`config.mk`:
```
export PLATFORM = sky130hd
export DESIGN_NAME = mips_fetch_queue
export DESIGN_NICKNAME = d
export VERILOG_FILES = /design/src/rtl/mips_fetch_queue.sv
export SDC_FILE = /design/constraint.sdc
export NUM_CORES = 1
export LEC_CHECK = 0
export CORE_MARGIN = 5
export CORE_UTILIZATION = 30
export DETAILED_ROUTE_END_ITERATION = 12
export GPL_TIMING_DRIVEN = 0
export PLACE_DENSITY = 0.54
export SETUP_SLACK_MARGIN = 0.05
export SYNTH_ARGS = -nofsm -noshare
export SYNTH_HDL_FRONTEND = slang
export SYNTH_SLANG_ARGS = --single-unit
```
`constraint.sdc`:
```
create_clock -name clk -period 6.25 [get_ports clk]
set_clock_uncertainty 0.1 [all_clocks]
set_input_delay 1.5625 -clock clk [delete_from_list [all_inputs] [get_ports clk]]
set_output_delay 1.5625 -clock clk [all_outputs]
set_load 0.005 [all_outputs]
```
`src/rtl/mips_fetch_queue.sv`:
```
// Instruction fetch front end: owns fetch PC, buffers {instr, pc+4} pairs; fetched word reaches head 1 cycle later when queue was empty.
// Backpressure: fetch freezes while full unless decode pops the same cycle; redirect flushes and restarts fetch.
module mips_fetch_queue #(
  parameter int DEPTH = 4,
  parameter int ADDR_W = 32,
  parameter int DATA_W = 32,
  parameter logic [ADDR_W-1:0] RESET_PC = ADDR_W'(32'h0000_3000)
) (
  input  logic                       clk,
  input  logic                       reset,
  input  logic                       redirect,
  input  logic [ADDR_W-1:0]          redirect_pc,
  output logic [ADDR_W-1:0]          im_addr,
  input  logic [DATA_W-1:0]          im_data,
  input  logic                       deq_ready,
  output logic                       deq_valid,
  output logic [DATA_W-1:0]          deq_instruction,
  output logic [ADDR_W-1:0]          deq_pc_plus4,
  output logic [$clog2(DEPTH+1)-1:0] count,
  output logic                       full,
  output logic                       empty
);

  localparam int PTR_W = $clog2(DEPTH);
  localparam int CNT_W = $clog2(DEPTH+1);

  logic [ADDR_W-1:0] fetch_pc;
  logic [ADDR_W-1:0] pc_plus4;
  logic [PTR_W-1:0]  rd_ptr;
  logic [PTR_W-1:0]  wr_ptr;
  logic [CNT_W-1:0]  cnt_q;
  logic [DATA_W-1:0] mem_instr [DEPTH];
  logic [ADDR_W-1:0] mem_pc4   [DEPTH];
  logic              push;
  logic              pop;

  assign pc_plus4  = fetch_pc + ADDR_W'(4);
  assign full      = (cnt_q == CNT_W'(DEPTH));
  assign empty     = (cnt_q == '0);
  assign count     = cnt_q;
  assign im_addr   = fetch_pc;
  assign deq_valid = ~empty;

  assign pop  = deq_valid & deq_ready & ~redirect;
  assign push = ~redirect & (~full | pop);

  assign deq_instruction = empty ? '0 : mem_instr[rd_ptr];
  assign deq_pc_plus4    = empty ? '0 : mem_pc4[rd_ptr];

  // Explicit wrap so non-power-of-two depths work.
  function automatic logic [PTR_W-1:0] ptr_next(input logic [PTR_W-1:0] p);
    return (p == PTR_W'(DEPTH-1)) ? '0 : p + PTR_W'(1);
  endfunction

  always_ff @(posedge clk or posedge reset) begin
    if (reset) begin
      fetch_pc <= RESET_PC;
      rd_ptr   <= '0;
      wr_ptr   <= '0;
      cnt_q    <= '0;
    end else if (redirect) begin
      fetch_pc <= redirect_pc & ~ADDR_W'(3);
      rd_ptr   <= '0;
      wr_ptr   <= '0;
      cnt_q    <= '0;
    end else begin
      if (push) begin
        fetch_pc <= pc_plus4;
        wr_ptr   <= ptr_next(wr_ptr);
      end
      if (pop) rd_ptr <= ptr_next(rd_ptr);
      case ({push, pop})
        2'b10:   cnt_q <= cnt_q + CNT_W'(1);
        2'b01:   cnt_q <= cnt_q - CNT_W'(1);
        default: cnt_q <= cnt_q;
      endcase
    end
  end

  // Storage needs no reset: entries are only visible through count.
  always_ff @(posedge clk) begin
    if (push) begin
      mem_instr[wr_ptr] <= im_data;
      mem_pc4[wr_ptr]   <= pc_plus4;
    end
  end

endmodule
```
==> metrics, run 1 <==
synthesized area per cell 16.59 um^2; CTS H-Tree Depth 1; CTS clk-pin slew, worst paths 70 ps; maximum clock insertion buffer count 3; switching power of the nets approximately 1.5 mW; post-CTS setup buffer count 0; CTS Buf Count 31; Internal 4.245 mW; clock sink count 285; unrepaired setup endpoints after global routing false; Netlist cell types 57; hold buffer count at cts 0; Core Rows 73; Synth area leader edfxtp_1; largest net degree at the start of global routing 44; CP arrival 3340 ps; # setup viols final 0; worst-margin pin slew 865.9 ps; core area 39,910 um^2; GRT Util Overall 0.1360; number of port buffers between 150 and 200; die width ~210 um; DRT iter0 DRCs ~450; GP Congestion 0.8115; Max Slew Vio Count 0; Synth async-reset ratio 0.1298; Initial DRT Pass Iterations 5; vias in the first global route approximately 7,500; WS Path Type reg -> out; Logic pwr share 0.273; FF-to-FF setup slack 3320 ps; synthesis-stage register bit count 285; RR Startpoint count[0]$_DFFE_PP0P_; CTS tree done; minimum clock period 5000 ps; Final HPWL DP 20,720 um; Fin. Hold Viols 0; number of enable flip-flop cells after synthesis ~250; critical path endpoint category output port; initial antenna violation count 1; Layout Nets 1,012; routed via count 7,174; Post-synth top cells edfxtp_1 (248), and2_1 (63), mux4_2 (62); Initial Util 0.3047; top achievable clock speed 200.0 MHz; Sw Share 0.2648; Antenna Violating Nets Remaining 0; crit path launch type flop; status finished, final reports clean; Post-Syn Instances 733; I/O pin count 170; Final Cycle Share 0.8000; clock power share 0.307; share of power burned in registers 0.420; Final Util 0.3907; slew margin rel. 0.4227; top post-synthesis cells by area edfxtp_1 (61%), mux4_2 (11%), dfrtp_1 (7.2%), and2_1 (3.2%), xnor2_1 (1.7%); Post-Route WL 30,970 um; Worst VDD drop 0.1789 mV; Synth Flop Type edfxtp_1; PD cells 370.2 nW/um^2; first-pass GRT wire length 47,110 um; CTS root buf clkbuf_16; # diodes 0; wire per inst 20.84 um; fraction of layout cells with a size suffix above 1 0.1602; Post-CTS Resized 0; max-cap check violation count 0; global route total overflow 0; worst-skew pair later-pin latency 550 ps; die area around 45,000 um^2; WP data required between 4000 and 5000 ps; Die Y 211.3 um; Pleak 5.089 nW; area share of the largest cell type after synthesis 0.6124; Area Overhead vs Synth 28.25%; DRC violations left 0; worst hold path type reg -> reg; most frequent cell after synthesis edfxtp_1; Seq/Total Area, Yosys 0.6888; setup TNS 0 ps; Crit Path Max Fanout 10; Warnings, synthesis 0; synthesized cell area 12,160 um^2; Crit. Startpoint count[0]$_DFFE_PP0P_; vias per cell 4.828; Hold WS ~480 ps; HP Start wr_ptr[1]$_DFFE_PP0P_
-- worst paths after layout --
check,end,cells past startpoint
min in group asynchronous,count[0]$_DFFE_PP0P_,2
max in group asynchronous,im_addr[12]$_DFFE_PP1P_,3
hold / removal,wr_ptr[1]$_DFFE_PP0P_,2
setup reg to reg,mem_instr[0][1]$_DFFE_PP_,6
hold reg to reg,wr_ptr[1]$_DFFE_PP0P_,2
setup / recovery,deq_pc_plus4[20],6
-- final cells by class --
class	count	area [um^2]
Buffer	47	227.7
Clock buffer	41	833.3
Clock inverter	16	158.9
Fill cell	3740	24320
Inverter	12	45.04
Multi-Input combinational cell	393	3547
Sequential cell	285	8376
Tap cell	525	656.9
Timing Repair Buffer	167	1752
-- power groups by stage --
| stage | Combinational [mW] | Sequential, mW | Clock, mW |
|---|---|---|---|
| after floorplan | 0.761 | 2.45 | 0 |
| after global placement | 1.60 | 2.48 | 0 |
| after detailed placement | 1.63 | 2.46 | 0 |
| after CTS | 1.64 | 2.42 | 1.83 |
| after global routing | 1.73 | 2.44 | 1.91 |
| final | 1.58 | 2.42 | 1.77 |
-- metal layers --
| layer | wire, um | vias up | track usage | share of wire |
|---|---|---|---|---|
| met4 | 599 | 0 | 0.02688 | 0.019 |
| met2 | 14320 | 230 | 0.2160 | 0.46 |
| met1 | 14120 | 3621 | 0.1953 | 0.46 |
| li1 | - | 3283 | - | - |
| met3 | 1932 | 40 | 0.02919 | 0.062 |
| met5 | 0 | - | 0 | 0 |
-- placed cells by master, fill, tap and decap left out, drive strengths merged, types with 3 or more instances in the layout --
cell / netlist / routed
edfxtp: 248 / 248
clkdlybuf4s50: 0 / 162
clkbuf: 25 / 66
and2: 63 / 63
mux4: 62 / 62
nand2: 38 / 38
dfrtp: 35 / 35
nor2: 29 / 29
buf: 22 / 27
xnor2: 23 / 23
nand3: 18 / 18
a31oi: 17 / 17
o21ai: 17 / 17
xor2: 16 / 16
or4: 12 / 12
inv: 11 / 12
clkinv: 1 / 12
nor4: 11 / 11
nand4: 11 / 11
o31ai: 10 / 10
nor3: 9 / 9
or3: 7 / 7
a21oi: 6 / 6
ha: 6 / 6
and3: 6 / 6
conb: 1 / 5
and4: 5 / 5
bufinv: 0 / 3
-- critical path, cell delays in order, from the launching register on --
cell             delay, ps
dfrtp_1                400
clkbuf_2               230
or3_1                  180
clkbuf_1               660
clkbuf_1               480
and2_1                 280
clkdlybuf4s50_1        550
-- sequential cells by signal, indices dropped and copies added (netlist names) --
signal     flops
mem_instr    128
wr_ptr         2
rd_ptr         2
mem_pc4      120
im_addr       30
count          3
-- cell families after synthesis --
group | share of synthesized area
AOI/OAI and AO/OA | 0.03149
DFF | 0.6888
adders and majority gates | 0.007820
and+or+nand+nor | 0.1046
other | 0.0003084
buffers and inverters | 0.02243
muxes | 0.1165
xor gates and xnor gates | 0.02809
-- stage by stage --
step                      instance area (um^2)  power (mW)  setup slack [ps]  instances
after floorplan                          12180       3.208              1892        737
after global placement                   14450       4.076            -484.0       1424
after detailed placement                 14600       4.094              1612       1429
after CTS                                15600       5.895              1074       1486
after global routing                     15600       6.079             962.8       1486
final                                    15600       5.773              1250       1486
Note: power is estimated with default switching activity, not from simulation.
==> inputs of run 2 (changes only) <==
clock period = 4.95 ns   (was 6.25 ns; I/O delays follow)
==> metrics, run 2 (same netlist as run 1, synthesis figures left out) <==
status finished, final reports clean; WS Path Type reg -> out; max-cap check violation count 0; leading cell types in the layout, fill and taps excluded edfxtp_1 (248), clkdlybuf4s50_1 (162), and2_1 (63); Final Cycle Share 0.9253; Initial Util 0.3047; Layout fillers 3,739; Seq. cell area 8376 um^2; CTS H-Tree Depth 1; slew margin rel. 0.3613; CTS Buf Count 31; Core Rows 73; Post-Route WL 30,950 um; cell area after placement 14,600 um^2; Worst VDD drop about 0.23 mV; GRT Util Overall 0.1360; Post-CTS Resized 0; Antenna Violating Nets Remaining 0; core area 39,910 um^2; # diodes 0; HP Start wr_ptr[1]$_DFFE_PP0P_; number of port buffers ~160; Die Y 211.3 um; first-pass GRT wire length 47,110 um; Crit. Startpoint rd_ptr[0]$_DFFE_PP0P_; overall power 7.289 mW; CP arrival 3240 ps; Final HPWL DP between 20,000 and 25,000 um; worst hold path type reg -> reg; I/O pin count 170; maximum clock insertion buffer count 3; global route total overflow 0; Max Slew Vio Count 0; die width 211.3 um; unrepaired setup endpoints after global routing false; worst-skew pair later-pin latency 550 ps; post-CTS setup buffer count 0; top achievable clock speed between 200 and 250 MHz; multi-input combinational cell area between 3000 and 4000 um^2; hold buffer count at cts 0; CTS tree done; CTS root buf clkbuf_16; CTS clk-pin slew, worst paths 60 ps; Pleak approximately 5.1 nW; worst-margin pin slew about 950 ps; crit path launch type flop; WP data required 3610 ps; largest net degree at the start of global routing 44; most common cell after layout, fill and taps aside edfxtp_1; most flop-heavy register mem_instr; Area Overhead vs Synth 28.26%; Layout Nets 1,012; minimum clock period 4580 ps; wire per inst around 21 um; max reg flops 128; Design Area, Final 15,600 um^2; Initial DRT Pass Iterations 5; routed via count between 7,000 and 8,000; vias in the first global route around 7,500; DRT iter0 DRCs around 430; RR Startpoint count[0]$_DFFE_PP0P_; # setup viols final 0; vias per cell 4.832; Fin. Hold Viols 0; die area between 40,000 and 50,000 um^2; initial antenna violation count 1; Crit Path Max Fanout 10; DRC violations left 0; clock sink count 285; fraction of layout cells with a size suffix above 1 0.1613; PD cells 467.3 nW/um^2; critical path endpoint category output port; GP Congestion 0.8115
run 2: cell count changes in the layout (fill, tap and decap cells not counted):
cell / before / now
clkbuf_2: 1 / 2
clkbuf_1: 32 / 30
buf_1: 1 / 2
run 2: path summary, 6_finish.rpt:
| path | depth (start not counted) | endpoint | slack [ps] |
|---|---|---|---|
| setup / recovery | 5 | deq_pc_plus4[20] | 370 |
| hold reg to reg | 2 | wr_ptr[1]$_DFFE_PP0P_ | 480 |
| setup reg to reg | 6 | mem_instr[0][28]$_DFFE_PP_ | 2010 |
| max in group asynchronous | 3 | im_addr[12]$_DFFE_PP1P_ | 3500 |
| hold / removal | 2 | wr_ptr[1]$_DFFE_PP0P_ | 480 |
| min in group asynchronous | 2 | count[0]$_DFFE_PP0P_ | 770 |
run 2: stage by stage:
stage | TNS, ps | hold slack (ps) | utilization | cells | setup WS (ps)
2_1_floorplan | 0 | 438.1 | - | 737 | 917.0
3_3_place_gp | -313270 | 465.2 | 0.3621 | 1424 | -1459
3_5_place_dp | 0 | 476.4 | 0.3659 | 1429 | 637.4
4_1_cts | 0 | 485.5 | 0.3907 | 1486 | 98.84
5_1_grt | 0 | 520.8 | 0.3908 | 1486 | 71.40
6_report | 0 | 483.5 | 0.3908 | 1486 | 369.6
run 2: cell type report:
| cell class | instances | share of cell area |
|---|---|---|
| Sequential cell | 285 | 0.5370 |
| Multi-Input combinational cell | 393 | 0.2274 |
| Timing Repair Buffer | 167 | 0.1123 |
| Clock buffer | 41 | 0.05343 |
| Tap cell | 525 | 0.04211 |
| Buffer | 47 | 0.01468 |
| Clock inverter | 16 | 0.01019 |
| Inverter | 12 | 0.002888 |
run 2: report_power, final:
part	internal (mW)	switching, mW
registers	2.94	0.118
logic	1.09	0.904
clock network	1.33	0.907
run 2: critical path, stage by stage, from the launching register on:
cell             delay (ps)
dfrtp_1                 350
buf_1                   600
buf_2                   500
mux4_2                  550
and2_1                  210
clkdlybuf4s50_1         480
run 2: metal layers:
metal | up-vias | track usage | wire, um
met5 | - | 0 | 0
li1 | 3277 | - | -
met2 | 251 | 0.2160 | 14380
met3 | 37 | 0.02919 | 1983
met4 | 0 | 0.02688 | 559
met1 | 3615 | 0.1953 | 14020
==> inputs of run 3 (changes only) <==
CAP_MARGIN = 10   (was unset)
CORE_MARGIN = unset   (was 5)
==> metrics, run 3 (same netlist as run 1, synthesis figures left out) <==
status finished, final reports clean; Max Slew Vio Count 0; Setup WS pre-CTS 592.2 ps; CP delay by family, top buffers and inverters; first-pass GRT wire length around 46,000 um; CP cell instances clkbuf_1 > buf_2 > mux4_2 > and2_1 > clkdlybuf4s50_1; RR Startpoint count[0]$_DFFE_PP0P_; GRT Util Overall 0.1462; worst-margin pin slew between 800 and 900 ps; global route total overflow 0; DRC violations left 0; max-cap check violation count 0; # setup viols final 0; Fin. Hold Viols 0; worst path bufs/invs 3; Final Cycle Share 0.9293; fraction of layout cells with a size suffix above 1 0.1575; CP max-delay cell clkbuf_1; initial antenna violation count 0; fin cells 1,484; WS Path Type reg -> out; Crit Path Max Fanout 10; Final Util 0.3910; maximum clock insertion buffer count 3; Antenna Violating Nets Remaining 0; die width 203.3 um; Worst VDD drop 0.2271 mV; largest net degree at the start of global routing 51; top achievable clock speed about 220 MHz; Post-CTS Resized 0; wire per inst 20.35 um; CTS Buf Count 31; PD cells 465.6 nW/um^2; FF-to-FF setup slack 2030 ps; Final HPWL DP 19,900 um; CP arrival 3260 ps; CTS root buf clkbuf_16; critical path endpoint category output port; core area 39,820 um^2; most common cell after layout, fill and taps aside edfxtp_1; CTS H-Tree Depth 1; worst-skew pair later-pin latency 560 ps; most flop-heavy register mem_instr; Crit path largest cell delay 600 ps; Core Rows 73; CTS tree done; # diodes 0; cell area after placement roughly 15,000 um^2; die area between 40,000 and 50,000 um^2; placed cells roughly 1,400; Initial DRT Pass Iterations 4; worst hold path type reg -> reg; DRT iter0 DRCs 350; routed via count ~7,200; final worst slack between 300 and 400 ps; Die Y 203.3 um; slew margin rel. 0.4290; number of port buffers 162; vias in the first global route 7,345; Initial Util 0.3054; Pleak ~5.1 nW; GP Congestion 0.7990; unrepaired setup endpoints after global routing false; max reg flops around 130; leading cell types in the layout, fill and taps excluded edfxtp_1 (248), clkdlybuf4s50_1 (162), and2_1 (63); Design Area, Final 15,570 um^2; Crit. Startpoint rd_ptr[0]$_DFFE_PP0P_; overall power slightly above 7 mW; crit path launch type flop; clock sink count around 290; Post-Route WL 30,200 um; hold buffer count at cts 0; I/O pin count 170; Layout fillers between 3,000 and 4,000; WP data required 3610 ps; vias per cell about 4.9; Area Overhead vs Synth 28.04%; minimum clock period 4600 ps; post-CTS setup buffer count 0; Layout Nets 1,012; CTS clk-pin slew, worst paths 60 ps; HP Start wr_ptr[1]$_DFFE_PP0P_
run 3: cell count changes in the layout (fill, tap and decap cells not counted):
cell | before | now
clkinvlp_4 | 1 | 2
inv_6 | 1 | 0
clkbuf_8 | 2 | 0
clkinv_1 | 6 | 9
clkbuf_2 | 2 | 1
clkinv_2 | 5 | 3
clkinv_4 | 1 | 2
buf_1 | 2 | 1
run 3: layout make-up:
type / instances / area (um^2) / area share
Buffer: 47 / 227.7 / 0.01463
Inverter: 12 / 45.04 / 0.002893
Multi-Input combinational cell: 393 / 3547 / 0.2278
Tap cell: 525 / 656.9 / 0.04219
Timing Repair Buffer: 167 / 1752 / 0.1125
Sequential cell: 285 / 8376 / 0.5379
Clock buffer: 37 / 798.3 / 0.05127
Clock inverter: 18 / 167.7 / 0.01077
run 3: where the power goes:
| group | internal (mW) | total [mW] | switching, mW |
|---|---|---|---|
| logic | 1.09 | 1.99 | 0.900 |
| registers | 2.94 | 3.06 | 0.120 |
| clock network | 1.29 | 2.20 | 0.910 |
| total | 5.32 | 7.25 | 1.93 |
run 3: worst paths after layout:
check | to | cells after the start
min in group asynchronous | count[0]$_DFFE_PP0P_ | 2
worst max-delay path | deq_pc_plus4[3] | 5
worst max register to register | mem_instr[0][25]$_DFFE_PP_ | 6
worst min-delay path | wr_ptr[1]$_DFFE_PP0P_ | 2
worst min register to register | wr_ptr[1]$_DFFE_PP0P_ | 2
max in group asynchronous | im_addr[12]$_DFFE_PP1P_ | 3
run 3: worst register-to-register path, cell delays in order, from the launching register on:
cell	delay [ps]
dfrtp_1	400
clkbuf_2	230
or4b_1	190
clkbuf_1	320
clkbuf_1	470
and3_4	520
buf_16	310
run 3: stage by stage:
| stage | hold WS (ps) | TNS (ps) |
|---|---|---|
| 5_1_grt | 495.7 | 0 |
| 4_1_cts | 480.7 | 0 |
| 2_1_floorplan | 438.1 | 0 |
| 3_5_place_dp | 473.0 | 0 |
| 3_3_place_gp | 470.4 | -339880 |
| 6_report | 484.0 | 0 |
run 3: per-layer routing:
layer / part of all wire / vias to the layer above / track usage
met4: 0.018 / 0 / 0.02846
met5: 0 / - / 0
met3: 0.049 / 40 / 0.02317
li1: - / 3262 / -
met1: 0.47 / 3686 / 0.2102
met2: 0.47 / 210 / 0.2342
